File: config.mk
export PLATFORM = sky130hd
export DESIGN_NAME = cls_serial_add32
export DESIGN_NICKNAME = d
export VERILOG_FILES = /design/src/rtl/cls_serial_add32.sv
export SDC_FILE = /design/constraint.sdc
export NUM_CORES = 1
export LEC_CHECK = 0
export ABC_CLOCK_PERIOD_IN_PS = 6850
export BUFFER_PORTS_ARGS = -buffer_cell sky130_fd_sc_hd__buf_2
export CORE_MARGIN = 5
export CORE_UTILIZATION = 50
export CTS_CLUSTER_DIAMETER = 100
export DETAILED_ROUTE_END_ITERATION = 6
export GPL_ROUTABILITY_DRIVEN = 1
export GPL_TIMING_DRIVEN = 0
export PLACE_DENSITY = 0.76
export RECOVER_POWER = 25
export REMOVE_ABC_BUFFERS = 1
export SYNTH_ARGS = -nofsm -noshare
export SYNTH_HDL_FRONTEND = slang
export SYNTH_SLANG_ARGS = --single-unit
File: constraint.sdc
create_clock -name clk -period 6.85 [get_ports clk]
set_clock_uncertainty 0.15 [all_clocks]
set_input_delay 1.0275 -clock clk [delete_from_list [all_inputs] [get_ports clk]]
set_output_delay 1.0275 -clock clk [all_outputs]
set_load 0.01 [all_outputs]
File: src/rtl/cls_serial_add32.sv
// Byte-serial 32-bit adder/subtractor: one 8-bit slice is reused over four
// cycles, least-significant byte first, with a registered carry between bytes.
// Operands and results move through valid/ready handshakes.

// 8-bit carry-lookahead slice used for each byte step
module cls_8bit (
    input  logic [7:0] a,
    input  logic [7:0] b,
    input  logic       carry_start,
    output logic [7:0] sum,
    output logic       carry_out
);

    logic [7:0] gen;
    logic [7:0] prop;
    logic [8:0] carry;

    // Generate/propagate carry chain across the eight bit positions
    always_comb begin
        gen      = a & b;
        prop     = a ^ b;
        carry    = '0;
        carry[0] = carry_start;
        for (int i = 0; i < 8; i++) begin
            carry[i+1] = gen[i] | (prop[i] & carry[i]);
        end
        sum       = prop ^ carry[7:0];
        carry_out = carry[8];
    end

endmodule

module cls_serial_add32 (
    input  logic        clk,
    input  logic        rst,
    input  logic        in_valid,
    output logic        in_ready,
    input  logic [31:0] in_a,
    input  logic [31:0] in_b,
    input  logic        in_sub,
    output logic        out_valid,
    input  logic        out_ready,
    output logic [31:0] out_sum,
    output logic        out_carry,
    output logic        out_ovf,
    output logic        out_zero
);

    typedef enum logic [1:0] {
        IDLE = 2'd0,
        RUN  = 2'd1,
        DONE = 2'd2
    } state_t;

    state_t      state;
    logic [31:0] a_reg;
    logic [31:0] b_reg;
    logic        carry_reg;
    logic [1:0]  idx;
    logic [23:0] res_lo;

    logic [7:0]  slice_a;
    logic [7:0]  slice_b;
    logic [7:0]  slice_sum;
    logic        slice_cout;
    logic [31:0] full_sum;

    // Subtraction is handled as A + ~B + 1, so the slice only ever adds
    assign slice_a  = a_reg[{idx, 3'b000} +: 8];
    assign slice_b  = b_reg[{idx, 3'b000} +: 8];
    assign full_sum = {slice_sum, res_lo};

    // Ready decodes the idle state and is held low while reset is applied
    assign in_ready = (state == IDLE) && !rst;

    cls_8bit u_slice (
        .a           (slice_a),
        .b           (slice_b),
        .carry_start (carry_reg),
        .sum         (slice_sum),
        .carry_out   (slice_cout)
    );

    // Sequencer: accept operands, run four byte steps, hold result until taken
    always_ff @(posedge clk) begin
        if (rst) begin
            state     <= IDLE;
            a_reg     <= '0;
            b_reg     <= '0;
            carry_reg <= 1'b0;
            idx       <= 2'd0;
            res_lo    <= '0;
            out_valid <= 1'b0;
            out_sum   <= '0;
            out_carry <= 1'b0;
            out_ovf   <= 1'b0;
            out_zero  <= 1'b0;
        end else begin
            case (state)
                IDLE: begin
                    if (in_valid) begin
                        a_reg     <= in_a;
                        b_reg     <= in_sub ? ~in_b : in_b;
                        carry_reg <= in_sub;
                        idx       <= 2'd0;
                        state     <= RUN;
                    end
                end
                RUN: begin
                    carry_reg <= slice_cout;
                    idx       <= idx + 2'd1;
                    case (idx)
                        2'd0: res_lo[7:0]   <= slice_sum;
                        2'd1: res_lo[15:8]  <= slice_sum;
                        2'd2: res_lo[23:16] <= slice_sum;
                        default: begin
                            out_sum   <= full_sum;
                            out_carry <= slice_cout;
                            out_ovf   <= (a_reg[31] == b_reg[31]) &&
                                         (slice_sum[7] != a_reg[31]);
                            out_zero  <= ~|full_sum;
                            out_valid <= 1'b1;
                            state     <= DONE;
                        end
                    endcase
                end
                DONE: begin
                    if (out_ready) begin
                        out_valid <= 1'b0;
                        state     <= IDLE;
                    end
                end
                default: begin
                    state <= IDLE;
                end
            endcase
        end
    end

endmodule
==> flow_summary_export.csv, run 1 <==
group,metric,value,unit
run_status,outcome,"complete, but fails checks",
run_status,violations,"capacitance limit, slew limit",
logic_synthesis,syn_inst,619,
floorplan,coreArea,11270,um2
placement,dpl.hpwl,8.548,mm
floorplan,design.die.area,13630,um2
worst_setup_path,r2r-start,"idx[0]$_SDFFE_PP0P_",
timing,period_share,80.62,%
global_route,grt-ovfl-total,0,
clocking,cts_inserted_buffers,17,
logic_synthesis,syn_area_per_cell,9.205,um2
worst_hold_path,hold_path.startpoint,"a_reg[6]$_SDFFE_PP0P_",
clocking,clock_sinks,129,
worst_setup_path,critPathKind,"flip-flop to flip-flop",
logic_synthesis,seq_area_frac_synth,45.32,%
global_route,use_met1,25.10,%
worst_setup_path,worstPathCellList,"mux4_2 > inv_1 > fa_1 > inv_1 > fa_1 > fa_1 > fa_1 > fa_1 > fa_1 > fa_1 > inv_1 > fa_1 > or3_1 > a311oi_1",
worst_setup_path,r2r_slack,1.33,ns
final_layout,fillCellCount,978,
pwr,comb_power_share,11.5,%
logic_synthesis,async_reset_ff_share,0,%
worst_setup_path,cp-start-kind,"flip-flop",
pwr,internal-power,0.001464,W
floorplan,row_count,39,
route,postRouteAntennaNets,0,
worst_hold_path,hold_class,"flip-flop to flip-flop",
timing,setup_viol,0,
route,drc,0,
logic_synthesis,yosysTopAreaCell,"dfxtp_1",
floorplan,initial_core_util,50.55,%
global_route,grt_pass1_wl,20.75,mm
timing,grt_setup_unrepaired,"false",
route,wl_per_cell,14.99,um
logic_synthesis,synth_common_cells,"nand2_1, dfxtp_1, a21oi_1",
logic_synthesis,yosysMostFrequentCell,"nand2_1",
global_route,grt_max_degree,70,
timing,maxSlewViolCount,63,
route,drt_iter0_markers,248,
pwr,switching_share,24.03,%
pwr,power_frac_clock,46.3,%
timing,period_needed,5.522,ns
timing,finalHoldViolations,0,
placement,gp_congestion,0.8175,
clocking,clk_latency,0.41,ns
final_layout,drive_gt1_share,20.99,%
global_route,met3_usage,5.440,%
timing,clock.fmax,181.1,MHz
clocking,cts-root-buf,"clkbuf_16",
floorplan,dieWidth,116.8,um
worst_setup_path,endpoint_kind,"flip-flop",
run,maxCapViolCount,1,
route,dr.pass1.iters,5,
pwr,p_switching,0.0004632,W
global_route,grt.busiest_layer,"met2",
worst_setup_path,required,7.02,ns
global_route,grt_pass1_vias,4427,
worst_hold_path,hold_end,"a_reg[6]$_SDFFE_PP0P_",
route,vias,4481,
worst_setup_path,arrival,5.69,ns
worst_setup_path,reg2reg_to,"out_ovf$_SDFFE_PP0P_",
logic_synthesis,synth-seq-cells,129,
placement,port-buffer-count,105,
final_layout,finalNetCount,779,
global_route,met2_usage,32.35,%
logic_synthesis,yosysTopAreaCellShare,45.32,%
worst_hold_path,min_path_cells,2,
global_route,antenna_found_initial,0,
logic_synthesis,syn_area,5698,um2
pwr,power_density,284.1,nW/um2
clocking,post-cts-setup-buffers,0,
global_route,grtUsageTotal,19.37,%
worst_setup_path,rr_worst_depth,14,
timing,slew_headroom,-98.12,%
logic_synthesis,synth.distinct_cells,34,
clocking,htree_levels,4,
route,wl,12.79,mm
worst_setup_path,cpPeakStageDelay,0.80,ns
pwr,power.total,0.001928,W
pwr,seq_power_share,42.2,%
clocking,tritoncts,"yes",
logic_synthesis,yosysWarningCount,0,
timing,worst_slew_pin_slew,2.972,ns
floorplan,die_y,116.8,um
pwr,p_leak,2.437,nW
logic_synthesis,synthTopCellsByArea,"dfxtp_1, nand2_1, a21oi_1, a211oi_2, mux4_2",
worst_setup_path,crit_top_cell,"fa_1",
clocking,cts_resized,0,
logic_synthesis,synth_ff_type,"dfxtp_1",
clocking,cts_max_path_buffers,2,
pwr,peakVddDrop,0.2158,mV
route,via_per_inst,5.253,
final_layout,insertedDiodeCount,0,
timing,setup_tns,0,ns
final_layout,areaGrowthSynthToFinish,19.08,%
clocking,cts_hold_buf,0,
worst_setup_path,cp_slowest_cell,"dfxtp_2",
clocking,path_clk_slew,0.05,ns
worst_setup_path,crit_fanout,20,
floorplan,io_pins,106,
logic_synthesis,synth_edf_count,0,
[per-layer routing]
layer / vias up / wire (um)
met5: - / 0
met4: 0 / 87
met3: 10 / 764
met2: 118 / 6232
met1: 2107 / 5702
li1: 2246 / -
[worst max-delay path by stage]
stage	startpoint	end	slack [ns]
final	idx[0]$_SDFFE_PP0P_	out_ovf$_SDFFE_PP0P_	1.33
after global placement	in_valid	carry_reg$_SDFFE_PP0P_	0.49
after global routing	idx[0]$_SDFFE_PP0P_	out_ovf$_SDFFE_PP0P_	1.01
after floorplan	idx[0]$_SDFFE_PP0P_	out_ovf$_SDFFE_PP0P_	1.46
after CTS	idx[0]$_SDFFE_PP0P_	out_ovf$_SDFFE_PP0P_	0.78
after detailed placement	idx[0]$_SDFFE_PP0P_	out_ovf$_SDFFE_PP0P_	0.81
[kinds of logic (layout without fill, tap and decap cells)]
family                   after synthesis  in the layout  synth area share (%)
adder cells (fa/ha/maj)               12             12                 3.689
buffers and inverters                 60            151                 5.863
AO/OA/AOI/OAI                        129            129                 15.99
flip-flops                           129            129                 45.32
AND/OR/NAND/NOR                      239            239                 17.54
multiplexers                          18             18                 6.676
XOR/XNOR                              32             32                 4.919
[area by class of cell]
type / count / area (um2) / area share, %
multi-input combinational: 430 / 2783 / 41.01
sequential: 129 / 2584 / 38.08
timing repair buffer: 110 / 616.8 / 9.091
clock buffer: 20 / 446.7 / 6.583
tap: 143 / 178.9 / 2.637
clock inverter: 11 / 138.9 / 2.047
inverter: 10 / 37.54 / 0.5532
[layout by cell type, fill, tap and decap left out, drive strengths merged]
master | netlist | layout
nor3b | 2 | 2
dfxtp | 129 | 129
or3b | 2 | 2
nor4 | 6 | 6
and3b | 4 | 4
o21ai | 1 | 1
nor2 | 45 | 45
nor2b | 2 | 2
mux4 | 16 | 16
or3 | 2 | 2
a211oi | 41 | 41
mux2i | 2 | 2
a311oi | 1 | 1
o31ai | 1 | 1
bufinv | 0 | 3
inv | 10 | 10
nand2 | 164 | 164
clkinv | 0 | 6
buf | 39 | 73
nand3 | 1 | 1
clkbuf | 11 | 57
nor3 | 3 | 3
nand4 | 2 | 2
clkinvlp | 0 | 2
fa | 8 | 8
nor4bb | 1 | 1
o21bai | 1 | 1
xnor2 | 32 | 32
a221oi | 1 | 1
ha | 4 | 4
nand3b | 5 | 5
a21oi | 83 | 83
[critical path, delay by kind of cell, from the launching register on]
family          cells  cell delay, ns
fa+ha+maj           8            3.07
compound gates      1            0.25
buf+inv             3            0.23
flops               1            0.80
mux                 1            0.61
simple gates        1            0.35
[through the flow]
step | hold WS, ns | utilization, % | area [um2] | std cells | setup WS, ns
CTS | 0.3034 | 60.66 | 6838 | 853 | 0.7774
detailed placement | 0.2961 | 55.47 | 6252 | 822 | 0.8134
global placement | 0.2899 | 54.17 | 6106 | 817 | 0.4932
global route | 0.3244 | 60.20 | 6785 | 853 | 1.011
finish | 0.3037 | 60.20 | 6785 | 853 | 1.328
floorplan | 0.2771 | - | 5401 | 569 | 1.456
[power by group through the flow]
stage	Combinational, W	Sequential [W]	Clock [W]
floorplan	0.000139	0.000820	0
global placement	0.000207	0.000826	0
detailed placement	0.000221	0.000828	0
CTS	0.000223	0.000813	0.000905
global route	0.000245	0.000818	0.000940
finish	0.000223	0.000813	0.000892
Note: power is estimated with default switching activity, not from simulation.
==> run 2: changes to the inputs <==
--- a/config.mk
+++ b/config.mk
@@ -5,7 +5,7 @@
 export SDC_FILE = /design/constraint.sdc
 export NUM_CORES = 1
 export LEC_CHECK = 0
-export ABC_CLOCK_PERIOD_IN_PS = 6850
+export ABC_CLOCK_PERIOD_IN_PS = 5700
 export BUFFER_PORTS_ARGS = -buffer_cell sky130_fd_sc_hd__buf_2
 export CORE_MARGIN = 5
 export CORE_UTILIZATION = 50
==> constraint.sdc (replaced) <==
create_clock -name clk -period 5.7 [get_ports clk]
set_clock_uncertainty 0.15 [all_clocks]
set_input_delay 0.855 -clock clk [delete_from_list [all_inputs] [get_ports clk]]
set_output_delay 0.855 -clock clk [all_outputs]
set_load 0.01 [all_outputs]
==> flow_summary_export.csv, run 2 (synthesized netlist as in run 1, its figures left out) <==
group,metric,value,unit
run_status,outcome,"complete, but fails checks",
run_status,violations,"capacitance limit, slew limit",
clocking,tritoncts,"yes",
worst_setup_path,r2r_slack,0.40,ns
final_layout,drive_gt1_share,21.13,%
placement,dpl_cell_area,6252,um2
global_route,grtUsageTotal,19.37,%
final_layout,finalNetCount,779,
clocking,cts_max_path_buffers,2,
final_layout,layout_common_cells,"nand2_1, dfxtp_1, a21oi_1, buf_2, nor2_1",
route,drc,0,
run,maxCapViolCount,1,
worst_setup_path,critPathKind,"flip-flop to flip-flop",
final_layout,insertedDiodeCount,0,
timing,slew_headroom,-102.8,%
worst_setup_path,arrival,5.46,ns
worst_hold_path,hold_class,"flip-flop to flip-flop",
timing,maxSlewViolCount,63,
global_route,grt_max_degree,70,
timing,period_needed,5.299,ns
final_layout,final_cell_area,6789,um2
clocking,htree_levels,4,
floorplan,die_y,116.8,um
worst_setup_path,endpoint_kind,"flip-flop",
global_route,grt-ovfl-total,0,
clocking,clock_sinks,129,
worst_setup_path,rr_worst_depth,14,
pwr,p_leak,2.438,nW
pwr,power_density,341.3,nW/um2
global_route,antenna_found_initial,0,
final_layout,final_common_cell,"nand2_1",
timing,clock.fmax,188.7,MHz
pwr,power.total,0.002317,W
final_layout,seq_area,2587,um2
route,wl_per_cell,14.98,um
timing,setup_viol,0,
floorplan,initial_core_util,50.55,%
worst_setup_path,required,5.86,ns
final_layout,multiInputGateArea,2783,um2
route,via_per_inst,5.278,
worst_setup_path,timing.critical_path.from,"idx[0]$_SDFFE_PP0P_",
route,drt_iter0_markers,284,
worst_setup_path,reg2reg_to,"out_ovf$_SDFFE_PP0P_",
clocking,post-cts-setup-buffers,0,
clocking,path_clk_slew,0.05,ns
floorplan,coreArea,11270,um2
placement,dpl.hpwl,8.548,mm
worst_setup_path,crit_fanout,20,
global_route,grt_pass1_vias,4427,
timing,grt_setup_unrepaired,"false",
timing,finalHoldViolations,0,
route,postRouteAntennaNets,0,
placement,port-buffer-count,105,
floorplan,dieWidth,116.8,um
worst_setup_path,cp-endpoint,"out_ovf$_SDFFE_PP0P_",
clocking,clk_latency,0.41,ns
placement,gp_congestion,0.8175,
timing,worst_slew_pin_slew,3.041,ns
pwr,peakVddDrop,0.2590,mV
clocking,cts_inserted_buffers,17,
route,wl,12.78,mm
clocking,cts-root-buf,"clkbuf_16",
final_layout,fillCellCount,982,
worst_setup_path,r2r-start,"idx[0]$_SDFFE_PP0P_",
global_route,grt_pass1_wl,20.75,mm
route,dr.pass1.iters,4,
route,vias,4502,
timing,period_share,92.96,%
floorplan,io_pins,106,
final_layout,areaGrowthSynthToFinish,19.15,%
worst_setup_path,cp-start-kind,"flip-flop",
floorplan,design.die.area,13630,um2
floorplan,row_count,39,
-- run 2: cell types whose count changed in the layout (fill, tap and decap cells not counted) --
cell | previous run | this run
dfxtp_4 | 0 | 1
dfxtp_1 | 128 | 127
-- run 2: stage by stage --
| step | cells | utilization, % | setup TNS (ns) | setup WS (ns) | hold slack (ns) |
|---|---|---|---|---|---|
| 3_5_place_dp | 822 | 55.47 | -0.5590 | -0.3366 | 0.2961 |
| 6_report | 853 | 60.23 | 0 | 0.4013 | 0.3029 |
| 5_1_grt | 853 | 60.23 | 0 | 0.1278 | 0.3244 |
| 2_1_floorplan | 569 | - | 0 | 0.3060 | 0.2771 |
| 3_3_place_gp | 817 | 54.17 | -14.79 | -0.4843 | 0.2899 |
| 4_1_cts | 853 | 60.67 | 0 | 0.1105 | 0.3034 |
-- run 2: repair_timing --
| action | 4_1_cts | 5_1_grt |
|---|---|---|
| endpoints found under the setup margin | 4 | 2 |
| resized for setup | 1 | 2 |
| gates cloned | 0 | 0 |
| hold buffers | 0 | 0 |
-- run 2: report_power, final --
part / switching [W] / internal (W) / total (W)
logic: 0.000145 / 0.000123 / 0.000268
clock network: 0.000380 / 0.000692 / 0.00107
registers: 0.0000325 / 0.000945 / 0.000977
total: 0.000558 / 0.00176 / 0.00232
-- run 2: worst max-delay path, cell delays in order, from the launching register on --
cell and delay (ns):
dfxtp_4 0.60, mux4_2 0.57, inv_1 0.09, fa_1 0.16, inv_1 0.05, fa_1 0.38, fa_1 0.39, fa_1 0.42
fa_1 0.41, fa_1 0.39, fa_1 0.38, inv_1 0.09, fa_1 0.53, or3_1 0.35, a311oi_1 0.25
-- run 2: area by class of cell --
class	count	area share (%)
clock inverter	11	2.046
inverter	10	0.5529
multi-input combinational	430	40.99
tap	143	2.635
clock buffer	20	6.579
sequential	129	38.11
timing repair buffer	110	9.086
-- run 2: how the worst min path moves through the flow --
stage          cells after the start                startpoint                       end  slack (ns)
3_3_place_gp                       2     a_reg[4]$_SDFFE_PP0P_     a_reg[4]$_SDFFE_PP0P_        0.29
6_report                           2     a_reg[6]$_SDFFE_PP0P_     a_reg[6]$_SDFFE_PP0P_        0.30
5_1_grt                            2   out_sum[2]$_SDFFE_PP0P_   out_sum[2]$_SDFFE_PP0P_        0.32
3_5_place_dp                       2  out_sum[12]$_SDFFE_PP0P_  out_sum[12]$_SDFFE_PP0P_        0.30
4_1_cts                            2   out_sum[9]$_SDFFE_PP0P_   out_sum[9]$_SDFFE_PP0P_        0.30
2_1_floorplan                      2    a_reg[16]$_SDFFE_PP0P_    a_reg[16]$_SDFFE_PP0P_        0.28
-- run 2: per-layer routing --
layer / vias up / global-route usage [%] / part of all wire, %
met5: - / 0 / 0
met4: 0 / 4.358 / 0.63
met3: 8 / 5.440 / 6.7
met2: 130 / 32.35 / 49
met1: 2118 / 25.10 / 44
li1: 2246 / - / -
==> run 3: changes to the inputs <==
==> constraint.sdc (replaced) <==
create_clock -name clk -period 5.7 [get_ports clk]
set_clock_uncertainty 0.15 [all_clocks]
set_input_delay 0.855 -clock clk [delete_from_list [all_inputs] [get_ports clk]]
set_output_delay 0.855 -clock clk [all_outputs]
set_load 0.1 [all_outputs]
==> flow_summary_export.csv, run 3 (synthesized netlist as in run 1, its figures left out) <==
group,metric,value,unit
route,via_per_inst,5.261,
pwr,switching_share,24.25,%
placement,dpl_cell_area,6252,um2
timing,setup_tns,0,ns
global_route,grtUsageTotal,19.37,%
worst_setup_path,cp_slowest_cell,"dfxtp_4",
timing,clock.fmax,188.7,MHz
clocking,clock_sinks,129,
final_layout,finalNetCount,779,
worst_setup_path,r2r_slack,0.40,ns
floorplan,design.die.area,13630,um2
worst_setup_path,crit_family,"adder cells",
floorplan,io_pins,106,
final_layout,final_cell_area,6778,um2
clocking,tritoncts,"yes",
timing,grt_setup_unrepaired,"false",
run,maxCapViolCount,1,
run_status,outcome,"complete, but fails checks",
placement,dpl.hpwl,8.548,mm
worst_setup_path,arrival,5.47,ns
timing,worst_slew_pin_slew,2.952,ns
global_route,grt-ovfl-total,0,
route,vias,4488,
final_layout,fin_util,60.13,%
clocking,path_clk_slew,0.05,ns
worst_setup_path,critPathKind,"flip-flop to flip-flop",
worst_hold_path,hold_class,"flip-flop to flip-flop",
clocking,cts_hold_buf,0,
floorplan,coreArea,11270,um2
final_layout,drive_gt1_share,21.13,%
placement,gp_congestion,0.8175,
global_route,antenna_found_initial,0,
route,dr.pass1.iters,5,
clocking,clk_latency,0.41,ns
clocking,cts_max_path_buffers,2,
timing,setup_viol,0,
global_route,grt_pass1_wl,20.75,mm
worst_setup_path,crit_fanout,20,
worst_setup_path,r2r-start,"idx[0]$_SDFFE_PP0P_",
timing,slew_headroom,-96.79,%
pwr,internal-power,0.001759,W
final_layout,layout_common_cells,"nand2_1, dfxtp_1, a21oi_1, buf_2, nor2_1",
route,drt_iter0_markers,238,
timing,finalHoldViolations,0,
placement,port-buffer-count,105,
timing,period_share,93.00,%
worst_setup_path,crit_top_cell,"fa_1",
final_layout,final_common_cell,"nand2_1",
floorplan,die_y,116.8,um
worst_setup_path,crit_buf_inv,3,
floorplan,initial_core_util,50.55,%
worst_setup_path,cpPeakStageDelay,0.60,ns
pwr,peakVddDrop,0.2590,mV
clocking,cts-root-buf,"clkbuf_16",
pwr,p_switching,0.0005631,W
pwr,seq_power_share,42.1,%
worst_setup_path,endpoint_kind,"flip-flop",
clocking,cts_inserted_buffers,17,
pwr,comb_power_share,11.7,%
worst_hold_path,hold_path.startpoint,"out_sum[14]$_SDFFE_PP0P_",
clocking,htree_levels,4,
route,wl,12.77,mm
run_status,violations,"capacitance limit, slew limit",
final_layout,insertedDiodeCount,0,
worst_setup_path,timing.critical_path.from,"idx[0]$_SDFFE_PP0P_",
pwr,power_frac_clock,46.2,%
timing,maxSlewViolCount,63,
timing,period_needed,5.301,ns
pwr,power_density,342.6,nW/um2
final_layout,areaGrowthSynthToFinish,18.95,%
worst_setup_path,worstPathCellList,"mux4_2 > inv_1 > fa_1 > inv_1 > fa_1 > fa_1 > fa_1 > fa_1 > fa_1 > fa_1 > inv_1 > fa_1 > or3_1 > a311oi_1",
floorplan,dieWidth,116.8,um
route,wl_per_cell,14.97,um
floorplan,row_count,39,
global_route,grt_pass1_vias,4427,
pwr,p_leak,2.449,nW
worst_setup_path,cp-start-kind,"flip-flop",
route,drc,0,
route,postRouteAntennaNets,0,
global_route,grt_max_degree,70,
worst_setup_path,required,5.87,ns
[run 3: changes by cell type in the layout (fill, tap and decap cells not counted)]
cell	before	now
a211oi_1	12	15
a211oi_2	29	26
buf_2	68	71
clkbuf_1	39	36
[run 3: per-stage QoR]
stage / cells / hold slack (ns) / setup slack [ns] / total power, W
3_5_place_dp: 822 / 0.2961 / -0.3366 / 0.001266
5_1_grt: 853 / 0.3244 / 0.1278 / 0.002411
6_report: 853 / 0.3015 / 0.3992 / 0.002322
4_1_cts: 853 / 0.3034 / 0.1105 / 0.002339
2_1_floorplan: 569 / 0.2771 / 0.3060 / 0.001158
3_3_place_gp: 817 / 0.2899 / -0.4843 / 0.001247
[run 3: cell type report]
type | instances | area [um2]
fillers | 985 | 4494
multi-input cells | 430 | 2768
flip-flops and latches | 129 | 2587
repair buffers | 110 | 620.6
clock buffers | 20 | 446.7
well taps | 143 | 178.9
clock inverters | 11 | 138.9
inverters | 10 | 37.54
[run 3: worst min-delay path, delay by kind of cell, from the launching register on]
kind             cells  cell delay (ns)
flip-flops           1             0.30
AO/OA/AOI/OAI        1             0.05
AND/OR/NAND/NOR      1             0.05
[run 3: final timing paths]
check / endpoint / cells after the start
hold / removal: out_sum[14]$_SDFFE_PP0P_ / 2
setup / recovery: out_ovf$_SDFFE_PP0P_ / 14
setup reg to reg: out_ovf$_SDFFE_PP0P_ / 14
hold reg to reg: out_sum[14]$_SDFFE_PP0P_ / 2
[run 3: per-layer routing]
layer	track usage, %	vias to the layer above	part of all wire (%)
li1	-	2249	-
met1	25.10	2111	44
met2	32.35	121	49
met3	5.440	7	6.4
met4	4.358	0	0.67
met5	0	-	0
[run 3: timing repair]
action | 4_1_cts | 5_1_grt
cloned | 0 | 0
buffers inserted | 0 | 0
resized for setup | 1 | 2
endpoints found under the setup margin | 4 | 2
endpoints found under the hold margin | 0 | 0
pin swaps | 0 | 0
[run 3: power by group through the flow]
| stage | clock (W) | combinational, W | sequential, W |
|---|---|---|---|
| after floorplan | 0 | 0.000170 | 0.000987 |
| after global placement | 0 | 0.000254 | 0.000993 |
| after detailed placement | 0 | 0.000271 | 0.000996 |
| after CTS | 0.00109 | 0.000274 | 0.000977 |
| after global routing | 0.00113 | 0.000297 | 0.000983 |
| final | 0.00107 | 0.000271 | 0.000977 |
